$ cat src/rtl/btn_conditioner.sv
`default_nettype none
// ============================================================================
// Module   : btn_conditioner
// Purpose  : Two-channel push-button conditioner. Debounces the raw button
//            inputs and produces clean levels plus one-cycle rising-edge
//            pulses. A shared free-running N-bit counter provides the
//            sampling tick. Each channel runs its own 8-state debounce FSM.
// Ports    : clk     - system clock, all logic on the rising edge
//            reset   - asynchronous, active-high
//            a_raw   - raw button A (may bounce)
//            b_raw   - raw button B (may bounce)
//            a_db    - debounced level A
//            b_db    - debounced level B
//            a_tick  - one-cycle pulse on the a_db rising edge
//            b_tick  - one-cycle pulse on the b_db rising edge
// Params   : N       - sample-counter width; tick period is 2^N clk cycles
// Macros   : BTN_SYNC_EN - when defined, each raw input passes through a
//            2-flop synchronizer before its FSM (adds 2 cycles of latency)
// Revision : 1.0 - initial release
// ============================================================================
module btn_conditioner #(
  parameter int N = 19
) (
  input  logic clk,
  input  logic reset,
  input  logic a_raw,
  input  logic b_raw,
  output logic a_db,
  output logic b_db,
  output logic a_tick,
  output logic b_tick
);

  typedef enum logic [2:0] {
    zero    = 3'd0,
    wait1_1 = 3'd1,
    wait1_2 = 3'd2,
    wait1_3 = 3'd3,
    one     = 3'd4,
    wait0_1 = 3'd5,
    wait0_2 = 3'd6,
    wait0_3 = 3'd7
  } state_t;

  // Shared sample-tick counter.
  logic [N-1:0] q;
  logic         m_tick;

  always_ff @(posedge clk or posedge reset) begin
    if (reset) begin
      q <= '0;
    end else begin
      q <= q + 1'b1;
    end
  end

  assign m_tick = (q == {N{1'b1}});

  // Channel inputs: bit 0 is A, bit 1 is B.
  logic [1:0] raw_in;
  logic [1:0] x;
  logic [1:0] db;
  logic [1:0] tick;

  assign raw_in = {b_raw, a_raw};

`ifdef BTN_SYNC_EN
  logic [1:0] sync1;
  logic [1:0] sync2;

  always_ff @(posedge clk or posedge reset) begin
    if (reset) begin
      sync1 <= '0;
      sync2 <= '0;
    end else begin
      sync1 <= raw_in;
      sync2 <= sync1;
    end
  end

  assign x = sync2;
`else
  assign x = raw_in;
`endif

  for (genvar ch = 0; ch < 2; ch++) begin : g_chan
    state_t state_reg;
    state_t state_next;
    logic   db_reg;
    logic   tick_reg;

    // db and tick are registered from the next-state decode so they change
    // on the same edge as the state and cannot glitch.
    always_ff @(posedge clk or posedge reset) begin
      if (reset) begin
        state_reg <= zero;
        db_reg    <= 1'b0;
        tick_reg  <= 1'b0;
      end else begin
        state_reg <= state_next;
        db_reg    <= (state_next == one)     || (state_next == wait0_1) ||
                     (state_next == wait0_2) || (state_next == wait0_3);
        // Only the wait1_3 -> one transition is a genuine press; a return
        // to one from wait0_k was a bounce on release and must not pulse.
        tick_reg  <= (state_reg == wait1_3) && (state_next == one);
      end
    end

    always_comb begin
      state_next = state_reg;
      case (state_reg)
        zero:    if (x[ch]) state_next = wait1_1;
        wait1_1: if (!x[ch]) state_next = zero;
                 else if (m_tick) state_next = wait1_2;
        wait1_2: if (!x[ch]) state_next = zero;
                 else if (m_tick) state_next = wait1_3;
        wait1_3: if (!x[ch]) state_next = zero;
                 else if (m_tick) state_next = one;
        one:     if (!x[ch]) state_next = wait0_1;
        wait0_1: if (x[ch]) state_next = one;
                 else if (m_tick) state_next = wait0_2;
        wait0_2: if (x[ch]) state_next = one;
                 else if (m_tick) state_next = wait0_3;
        wait0_3: if (x[ch]) state_next = one;
                 else if (m_tick) state_next = zero;
        default: state_next = zero;
      endcase
    end

    assign db[ch]   = db_reg;
    assign tick[ch] = tick_reg;
  end : g_chan

  assign a_db   = db[0];
  assign b_db   = db[1];
  assign a_tick = tick[0];
  assign b_tick = tick[1];

endmodule
`default_nettype wire

$ cat config.mk
export PLATFORM = sky130hd
export DESIGN_NAME = btn_conditioner
export DESIGN_NICKNAME = d
export VERILOG_FILES = /design/src/rtl/btn_conditioner.sv
export SDC_FILE = /design/constraint.sdc
export NUM_CORES = 1
export LEC_CHECK = 0
export ABC_CLOCK_PERIOD_IN_PS = 3050
export CAP_MARGIN = 20
export CORE_MARGIN = 2
export CORE_UTILIZATION = 61
export DETAILED_ROUTE_END_ITERATION = 10
export GPL_ROUTABILITY_DRIVEN = 0
export HOLD_SLACK_MARGIN = 0.06
export PLACE_DENSITY = 0.82
export SYNTH_ARGS = -nofsm -noshare
export SYNTH_HDL_FRONTEND = slang
export SYNTH_SLANG_ARGS = --single-unit
export TNS_END_PERCENT = 100
$ cat constraint.sdc
create_clock -name clk -period 3.05 [get_ports clk]
set_input_delay 0.305 -clock clk [delete_from_list [all_inputs] [get_ports clk]]
set_output_delay 0.305 -clock clk [all_outputs]
set_load 0.02 [all_outputs]
==> summary.txt, run 1 <==
Global route
  • Vias in the first global route: 779
  • GR Overflow Total: 0
  • First-pass GRT wire length: 3460 um
  • Largest net degree at the start of global routing: 29
  • Initial antenna violation count: 0
  • Total GRT Usage: 18.9%

STA
  • Min setup slack post-route: 1.22 ns
  • Fin crit share: 59.9%
  • Final setup fails: 0
  • Sum Neg Setup Slack: 0 ns
  • Final Skew: 0.00904 ns
  • Worst-Margin Slew: 0.610 ns
  • Slew Viols, Final: 0
  • RSZ-0062 raised after global routing: false
  • Rel. slew slack: 59.0%
  • Final worst path period need: 1.83 ns
  • Max Clk Rate: 548 MHz
  • Fin. Hold Viols: 0

Flow run
  • Max-cap violations: 0

Clocking
  • Clock Latency Late Sink: 0.33 ns
  • Post-CTS Setup Inserts: 0
  • CTS tree: yes
  • Num CTS Buffers: 3
  • CTS Buffer Depth: 2
  • Sink Count: 28
  • Cts hold-fix bufs: 0
  • Worst-path clk slew: 0.15 ns
  • # resized after CTS: 0
  • Clock root buffer: clkbuf_4
  • CTS H-tree lvls: 1

Routing
  • DRC: 0
  • Routed vias/inst: 5.52
  • Vias: 790
  • Starting DRT DRC Count: 11
  • Antenna Violating Nets Remaining: 0
  • First-pass DRT Iterations: 4
  • Wire length on met1: 952 um
  • Wirelength per Cell: 14.4 um
  • Length of routed met2 wiring: 1030 um
  • Max layer used: met4
  • Routed wire length: 2050 um
  • WL met3: 64 um

Status
  • Status: finished, final reports clean

Final layout
  • FF+latch area: 701 um2
  • N_diodes: 0
  • Commonest cells after routing, fill and taps aside: dfrtp_1, xnor2_1
  • Multi-input gate area: 531 um2
  • Final nets: 122
  • Non-Filler Instances: 143
  • Area Overhead vs Synth: 12.0%
  • Share of cells above drive strength 1: 11.2%
  • Fillers: 159
  • Commonest non-fill, non-tap cell in the layout: dfrtp_1
  • Max reg flops: 19

Synthesis
  • Post-synth top area cell: dfrtp_1
  • Synthesized netlist cell count: 106
  • Register area share after synthesis: 55.7%
  • Xor/xnor share of the synthesized area: 13.2%
  • Compound-cell area share of the yosys netlist: 2.78%
  • Post-synth EDFFs: 0
  • Synth Area in Simple Gates: 22.5%
  • Yosys Warn Count: 0
  • Multiplexer area fraction after synthesis: 2.68%
  • Synth Area in Adders: 0.994%
  • Main combinational cell family by area after synthesis: simple AND/OR/NAND/NOR gates
  • Synthesized area per cell: 11.9 um2
  • Distinct cell type count after synthesis: 27
  • Synth Register Bits: 28
  • Post-synth top flop: dfrtp_1
  • Async SR Flop Fraction: 100%
  • Synth top area share: 55.7%
  • Top post-synthesis cells by area: dfrtp_1, xnor2_1, xor2_1
  • Synthesized area: 1260 um2
  • Syn_nets: 111

Placement
  • Port bufs: 7
  • Setup WS pre-CTS: 1.26 ns
  • Dpl hpwl: 1430 um
  • DP Cell Count: 138

Pwr
  • Internal power: 0.463 mW
  • Cell leakage power: 0.646 nW
  • Sw Pwr: 0.127 mW
  • Max IR drop VDD: 0.000366 V
  • Switching part of the total: 21.5%
  • Seq pwr share: 64.8%
  • Pwr Total: 0.589 mW
  • Clk pwr share: 30.5%
  • Comb pwr share: 4.7%
  • Pwr dens: 418 nW/um2

Worst hold path
  • Worst hold path type: input port to asynchronous set/reset pin

Floorplanning
  • Core footprint: 1960 um2
  • Die width: 49.4 um
  • # IOs: 8
  • Rows: 16
  • Die H: 49.4 um
  • Initial Util: 64.2%
  • Die area: 2440 um2

Critical path
  • CP peak stage delay: 0.42 ns
  • Required time worst endpoint: 3.27 ns
  • CP Data Arrival Time: 2.05 ns
  • RR Startpoint: q[0]$_DFF_PP0_
  • Crit Path Max Fanout: 8
  • CP Capture Type: register
  • Type of origin of the critical path: register
  • Crit path from: q[0]$_DFF_PP0_
  • WS Path Type: register to register
  • Critical path's slowest cell: dfrtp_1
  • Critical path, cell by cell: ha_1 > and4_4 > and3_1 > nand4_4 > mux2_1
==> worst max-delay path: cells and delay by family, from the launching register on <==
family                   cells  cell delay (ns)
flip-flops                   1             0.42
multiplexers                 1             0.33
AND/OR/NAND/NOR              3             0.75
adder cells (fa/ha/maj)      1             0.22
==> through the flow <==
stage	instance area [um2]	util, %	hold WS [ns]
finish	1410	71.9	0.191
global route	1410	71.9	0.239
CTS	1380	70.5	0.484
detailed placement	1350	68.6	0.465
global placement	1350	68.6	0.447
floorplan	1260	-	0.370
==> path summary, 6_finish.rpt <==
path                                               endpoint  slack, ns  cells past startpoint
setup / recovery           g_chan[0].state_reg[2]$_DFF_PP0_       1.22                      5
hold / removal                               q[1]$_DFF_PP0_       0.19                      2
max in group asynchronous  g_chan[0].state_reg[2]$_DFF_PP0_       2.45                      3
min in group clk                             q[0]$_DFF_PP0_       0.49                      1
setup reg to reg           g_chan[0].state_reg[2]$_DFF_PP0_       1.22                      5
hold reg to reg                              q[0]$_DFF_PP0_       0.49                      1
==> area by class of cell <==
class	count	share of cell area [%]
inverters	3	0.799
well taps	27	2.40
flip-flops and latches	28	49.7
clock buffers	4	2.57
multi-input cells	73	37.6
repair buffers	8	6.92
==> cell usage after synthesis, drive strengths merged, types with 2 or more instances <==
library cell and number:
dfrtp 28, buf 2, and2 3, inv 3, nand4b 2, nor2b 2, and3 9, xnor2 12
a211oi 2, nand4 8, a21oi 2, and4 2, xor2 7, nand2 5, nor2 3, nand3 7
mux2 3, o21ai 2
==> power by group through the flow <==
stage | Sequential [mW] | Clock [mW] | Combinational, mW
floorplan | 0.390 | 0 | 0.0118
global placement | 0.389 | 0 | 0.0231
detailed placement | 0.389 | 0 | 0.0238
CTS | 0.382 | 0.181 | 0.0240
global route | 0.383 | 0.199 | 0.0307
finish | 0.382 | 0.180 | 0.0275
==> kinds of logic (layout without fill, tap and decap cells) <==
| family | Yosys count | after routing |
|---|---|---|
| buffers and inverters | 5 | 15 |
| AND/OR/NAND/NOR | 44 | 44 |
| AO/OA/AOI/OAI | 6 | 6 |
| XOR/XNOR | 19 | 19 |
| flip-flops | 28 | 28 |
| adder cells (fa/ha/maj) | 1 | 1 |
| multiplexers | 3 | 3 |
==> layer usage <==
metal | track usage [%] | vias to the layer above
met5 | 0 | -
met4 | 2.78 | 0
met3 | 6.44 | 2
met2 | 30.6 | 12
met1 | 25.5 | 386
li1 | - | 390
Power figures use the tool's default switching activity.
==> inputs of run 2 (changes only) <==
Settings changed: ABC_CLOCK_PERIOD_IN_PS 3050 to 1900, CORE_UTILIZATION 61 to 57, PLACE_DENSITY 0.82 to 0.77.
Clock period 3.05 ns to 1.9 ns, I/O delays scaled along.
==> summary.txt, run 2 (same netlist as run 1, synthesis figures left out) <==
Status
  • Status: finished, final reports clean

STA
  • Fin crit share: 91.6%
  • Sum Neg Setup Slack: 0 ns
  • Rel. slew slack: 77.1%
  • Worst-Margin Slew: 0.342 ns
  • Final Skew: 0.00454 ns
  • Final worst path period need: 1.74 ns
  • RSZ-0062 raised after global routing: false
  • Fin. Hold Viols: 0
  • Max Clk Rate: 575 MHz
  • Smallest hold slack: 0.209 ns
  • Slew Viols, Final: 0
  • Min setup slack post-route: 0.160 ns
  • Final setup fails: 0

Global route
  • First-pass GRT wire length: 3600 um
  • Total GRT Usage: 19.0%
  • Largest net degree at the start of global routing: 29
  • Initial antenna violation count: 0
  • Vias in the first global route: 835
  • GR Overflow Total: 0

Clocking
  • CTS Buffer Depth: 2
  • Worst-path clk slew: 0.14 ns
  • Sink Count: 28
  • Clock Latency Late Sink: 0.33 ns
  • CTS tree: yes
  • Clock root buffer: clkbuf_4
  • Num CTS Buffers: 3
  • Post-CTS Setup Inserts: 0
  • CTS H-tree lvls: 1

Placement
  • Setup WS pre-CTS: 0.0909 ns
  • Port bufs: 7
  • DP Cell Count: 141
  • Dpl hpwl: 1490 um

Routing
  • Antenna Violating Nets Remaining: 0
  • First-pass DRT Iterations: 3
  • Routed wire length: 2080 um
  • DRC: 0
  • Wirelength per Cell: 14.4 um
  • Routed vias/inst: 5.68
  • Vias: 824
  • Starting DRT DRC Count: 9

Final layout
  • Commonest non-fill, non-tap cell in the layout: dfrtp_1
  • Fillers: 167
  • Commonest cells after routing, fill and taps aside: dfrtp_1, xnor2_1
  • Final nets: 123
  • N_diodes: 0
  • Area Overhead vs Synth: 11.2%
  • Non-Filler Instances: 145
  • Max reg flops: 19
  • Share of cells above drive strength 1: 12.8%

Flow run
  • Max-cap violations: 0

Floorplanning
  • Initial Util: 58.6%
  • # IOs: 8
  • Die H: 51.0 um
  • Die width: 51.0 um
  • Core footprint: 2150 um2
  • Rows: 17
  • Die area: 2600 um2

Critical path
  • Type of origin of the critical path: register
  • Crit Path Max Fanout: 8
  • WS Path Type: register to register
  • CP Data Arrival Time: 1.96 ns
  • CP Capture Type: register
  • Required time worst endpoint: 2.12 ns

Pwr
  • Pwr dens: 672 nW/um2
  • Cell leakage power: 0.643 nW
  • Max IR drop VDD: 0.000534 V

Worst hold path
  • Worst hold path type: input port to asynchronous set/reset pin
==> run 2: cell type report <==
type	count	area (um2)	share of cell area (%)
multi-input cells	73	532	38.0
repair buffers	9	85.1	6.08
clock buffers	4	36.3	2.59
well taps	28	35.0	2.50
inverters	3	11.3	0.804
flip-flops and latches	28	701	50.0
==> run 2: per-layer routing <==
layer | part of all wire [%] | up-vias | global-route usage (%)
met2 | 49 | 9 | 33.1
met5 | 0 | - | 0
met4 | 1.7 | 0 | 9.01
met1 | 47 | 414 | 22.4
met3 | 2.4 | 5 | 3.80
li1 | - | 396 | -
==> run 2: timing repair <==
item,CTS,global route
hold buffers,0,0
resized for setup,0,1
hold endpoints to repair,0,0
setup endpoints to repair,0,3
==> run 2: worst paths after layout <==
kind,start,endpoint,slack (ns),cells past startpoint
min in group clk,b_raw,b_tick$_DFF_PP0_,0.46,3
setup reg to reg,q[0]$_DFF_PP0_,a_db$_DFF_PP0_,0.16,5
setup / recovery,q[0]$_DFF_PP0_,a_db$_DFF_PP0_,0.16,5
hold / removal,reset,b_tick$_DFF_PP0_,0.21,3
max in group asynchronous,reset,q[12]$_DFF_PP0_,1.43,3
hold reg to reg,q[14]$_DFF_PP0_,q[14]$_DFF_PP0_,0.48,1
==> run 2: critical path, cell delays in order, from the launching register on <==
cell,delay [ns]
dfrtp_1,0.42
ha_1,0.22
and4_4,0.25
and3_2,0.28
nand4_4,0.12
mux2_1,0.33
==> run 2: power breakdown <==
| part | internal, mW | total, mW | switching [mW] |
|---|---|---|---|
| Clock | 0.117 | 0.289 | 0.171 |
| Sequential | 0.604 | 0.613 | 0.00936 |
| Combinational | 0.0175 | 0.0393 | 0.0219 |
==> run 2: stage by stage <==
step / total power [mW] / cell area (um2) / utilization, %
2_1_floorplan: 0.644 / 1260 / -
3_3_place_gp: 0.663 / 1360 / 63.4
3_5_place_dp: 0.665 / 1360 / 63.4
4_1_cts: 0.953 / 1400 / 65.1
5_1_grt: 0.979 / 1400 / 65.2
6_report: 0.941 / 1400 / 65.2
==> inputs of run 3 (changes only) <==
Settings changed: ABC_CLOCK_PERIOD_IN_PS 1900 to 2050, CORE_UTILIZATION 57 to 61, PLACE_DENSITY 0.77 to 0.82, SKIP_LAST_GASP set to 1.
Clock period 1.9 ns to 2.05 ns, I/O delays scaled along.
==> summary.txt, run 3 (same netlist as run 1, synthesis figures left out) <==
Flow run
  • Max-cap violations: 0

Final layout
  • Fillers: 156
  • Max reg flops: 19
  • Share of cells above drive strength 1: 11.2%
  • Design area: 1390 um2
  • Final nets: 122
  • Commonest cells after routing, fill and taps aside: dfrtp_1, xnor2_1
  • Commonest non-fill, non-tap cell in the layout: dfrtp_1
  • FF+latch area: 701 um2
  • Multi-input gate area: 531 um2
  • Non-Filler Instances: 143
  • N_diodes: 0
  • Area Overhead vs Synth: 10.4%
  • Layout Utilization: 70.9%

Global route
  • Largest net degree at the start of global routing: 29
  • Total GRT Usage: 18.5%
  • Initial antenna violation count: 0
  • Vias in the first global route: 800
  • GR Overflow Total: 0
  • First-pass GRT wire length: 3380 um

STA
  • Max Clk Rate: 553 MHz
  • Final Skew: 0.00224 ns
  • Worst-Margin Slew: 0.609 ns
  • Final setup fails: 0
  • Slew Viols, Final: 0
  • RSZ-0062 raised after global routing: false
  • Rel. slew slack: 59.1%
  • Final worst path period need: 1.81 ns
  • Min setup slack post-route: 0.242 ns
  • Fin. Hold Viols: 0
  • Fin crit share: 88.2%
  • Sum Neg Setup Slack: 0 ns

Floorplanning
  • Core footprint: 1960 um2
  • Die width: 49.4 um
  • # IOs: 8
  • Die area: 2440 um2
  • Initial Util: 64.2%
  • Die H: 49.4 um
  • Rows: 16

Placement
  • DP Cell Count: 139
  • Port bufs: 7
  • Setup WS pre-CTS: 0.247 ns
  • Placed Area: 1350 um2
  • Dpl hpwl: 1470 um

Critical path
  • WS Path Type: register to register
  • Reg2Reg Depth: 5
  • Required time worst endpoint: 2.27 ns
  • Critical path, cell by cell: ha_1 > and4_4 > and3_1 > nand4_4 > mux2_1
  • Crit Path Max Fanout: 8
  • CP Capture Type: register
  • Type of origin of the critical path: register
  • CP Data Arrival Time: 2.02 ns
  • CP peak stage delay: 0.42 ns
  • Critical path's slowest cell: dfrtp_1

Clocking
  • Num CTS Buffers: 3
  • CTS tree: yes
  • CTS H-tree lvls: 1
  • Cts hold-fix bufs: 0
  • Clock Latency Late Sink: 0.32 ns
  • CTS Buffer Depth: 2
  • Sink Count: 28
  • Worst-path clk slew: 0.14 ns
  • # resized after CTS: 0
  • Clock root buffer: clkbuf_4
  • Post-CTS Setup Inserts: 0

Status
  • Status: finished, final reports clean

Pwr
  • Sw Pwr: 0.178 mW
  • Clk pwr share: 29.9%
  • Switching part of the total: 20.6%
  • Max IR drop VDD: 0.000515 V
  • Internal power: 0.684 mW
  • Cell leakage power: 0.638 nW
  • Pwr dens: 620 nW/um2
  • Seq pwr share: 65.9%
  • Comb pwr share: 4.2%

Routing
  • Wirelength per Cell: 13.8 um
  • Antenna Violating Nets Remaining: 0
  • First-pass DRT Iterations: 4
  • Routed vias/inst: 5.59
  • Vias: 799
  • Routed wire length: 1970 um
  • DRC: 0
  • Starting DRT DRC Count: 17

Worst hold path
  • Worst hold path type: input port to asynchronous set/reset pin
## run 3: cell count changes in the layout (fill, tap and decap cells not counted), sizes merged
| cell | delta |
|---|---|
| buf | -1 |
## run 3: power groups by stage
stage / clock (mW) / sequential [mW] / combinational (mW)
2_1_floorplan: 0 / 0.580 / 0.0176
3_3_place_gp: 0 / 0.578 / 0.0359
3_5_place_dp: 0 / 0.579 / 0.0371
4_1_cts: 0.272 / 0.568 / 0.0372
5_1_grt: 0.290 / 0.570 / 0.0406
6_report: 0.258 / 0.568 / 0.0359
## run 3: cell type report
| type | count | share of cell area, % |
|---|---|---|
| multi-input cells | 73 | 38.2 |
| well taps | 27 | 2.43 |
| repair buffers | 8 | 5.58 |
| clock buffers | 4 | 2.61 |
| inverters | 3 | 0.810 |
| flip-flops and latches | 28 | 50.4 |
## run 3: routing by layer
metal,routed length (um),vias to the layer above,track usage (%)
met2,993,11,32.4
met1,911,394,22.6
met5,0,-,0
met3,46,2,2.76
li1,-,392,-
met4,15,0,8.33
## run 3: path summary, 6_finish.rpt
| check | start | end | slack (ns) |
|---|---|---|---|
| worst max register to register | q[0]$_DFF_PP0_ | g_chan[0].state_reg[2]$_DFF_PP0_ | 0.24 |
| max in group asynchronous | reset | q[11]$_DFF_PP0_ | 1.57 |
| worst max-delay path | q[0]$_DFF_PP0_ | g_chan[0].state_reg[2]$_DFF_PP0_ | 0.24 |
| min in group clk | q[17]$_DFF_PP0_ | q[17]$_DFF_PP0_ | 0.48 |
| worst min-delay path | reset | b_tick$_DFF_PP0_ | 0.23 |
| worst min register to register | q[17]$_DFF_PP0_ | q[17]$_DFF_PP0_ | 0.48 |
## run 3: worst max-delay path: cells and delay by family, from the launching register on
kind                       cells  cell delay [ns]
adders and majority gates      1             0.22
DFF                            1             0.42
muxes                          1             0.33
and+or+nand+nor                3             0.75
## run 3: stage by stage
step / power [mW] / hold WS, ns
3_3_place_gp: 0.614 / 0.448
5_1_grt: 0.900 / 0.261
2_1_floorplan: 0.597 / 0.270
6_report: 0.862 / 0.233
3_5_place_dp: 0.616 / 0.467
4_1_cts: 0.877 / 0.234
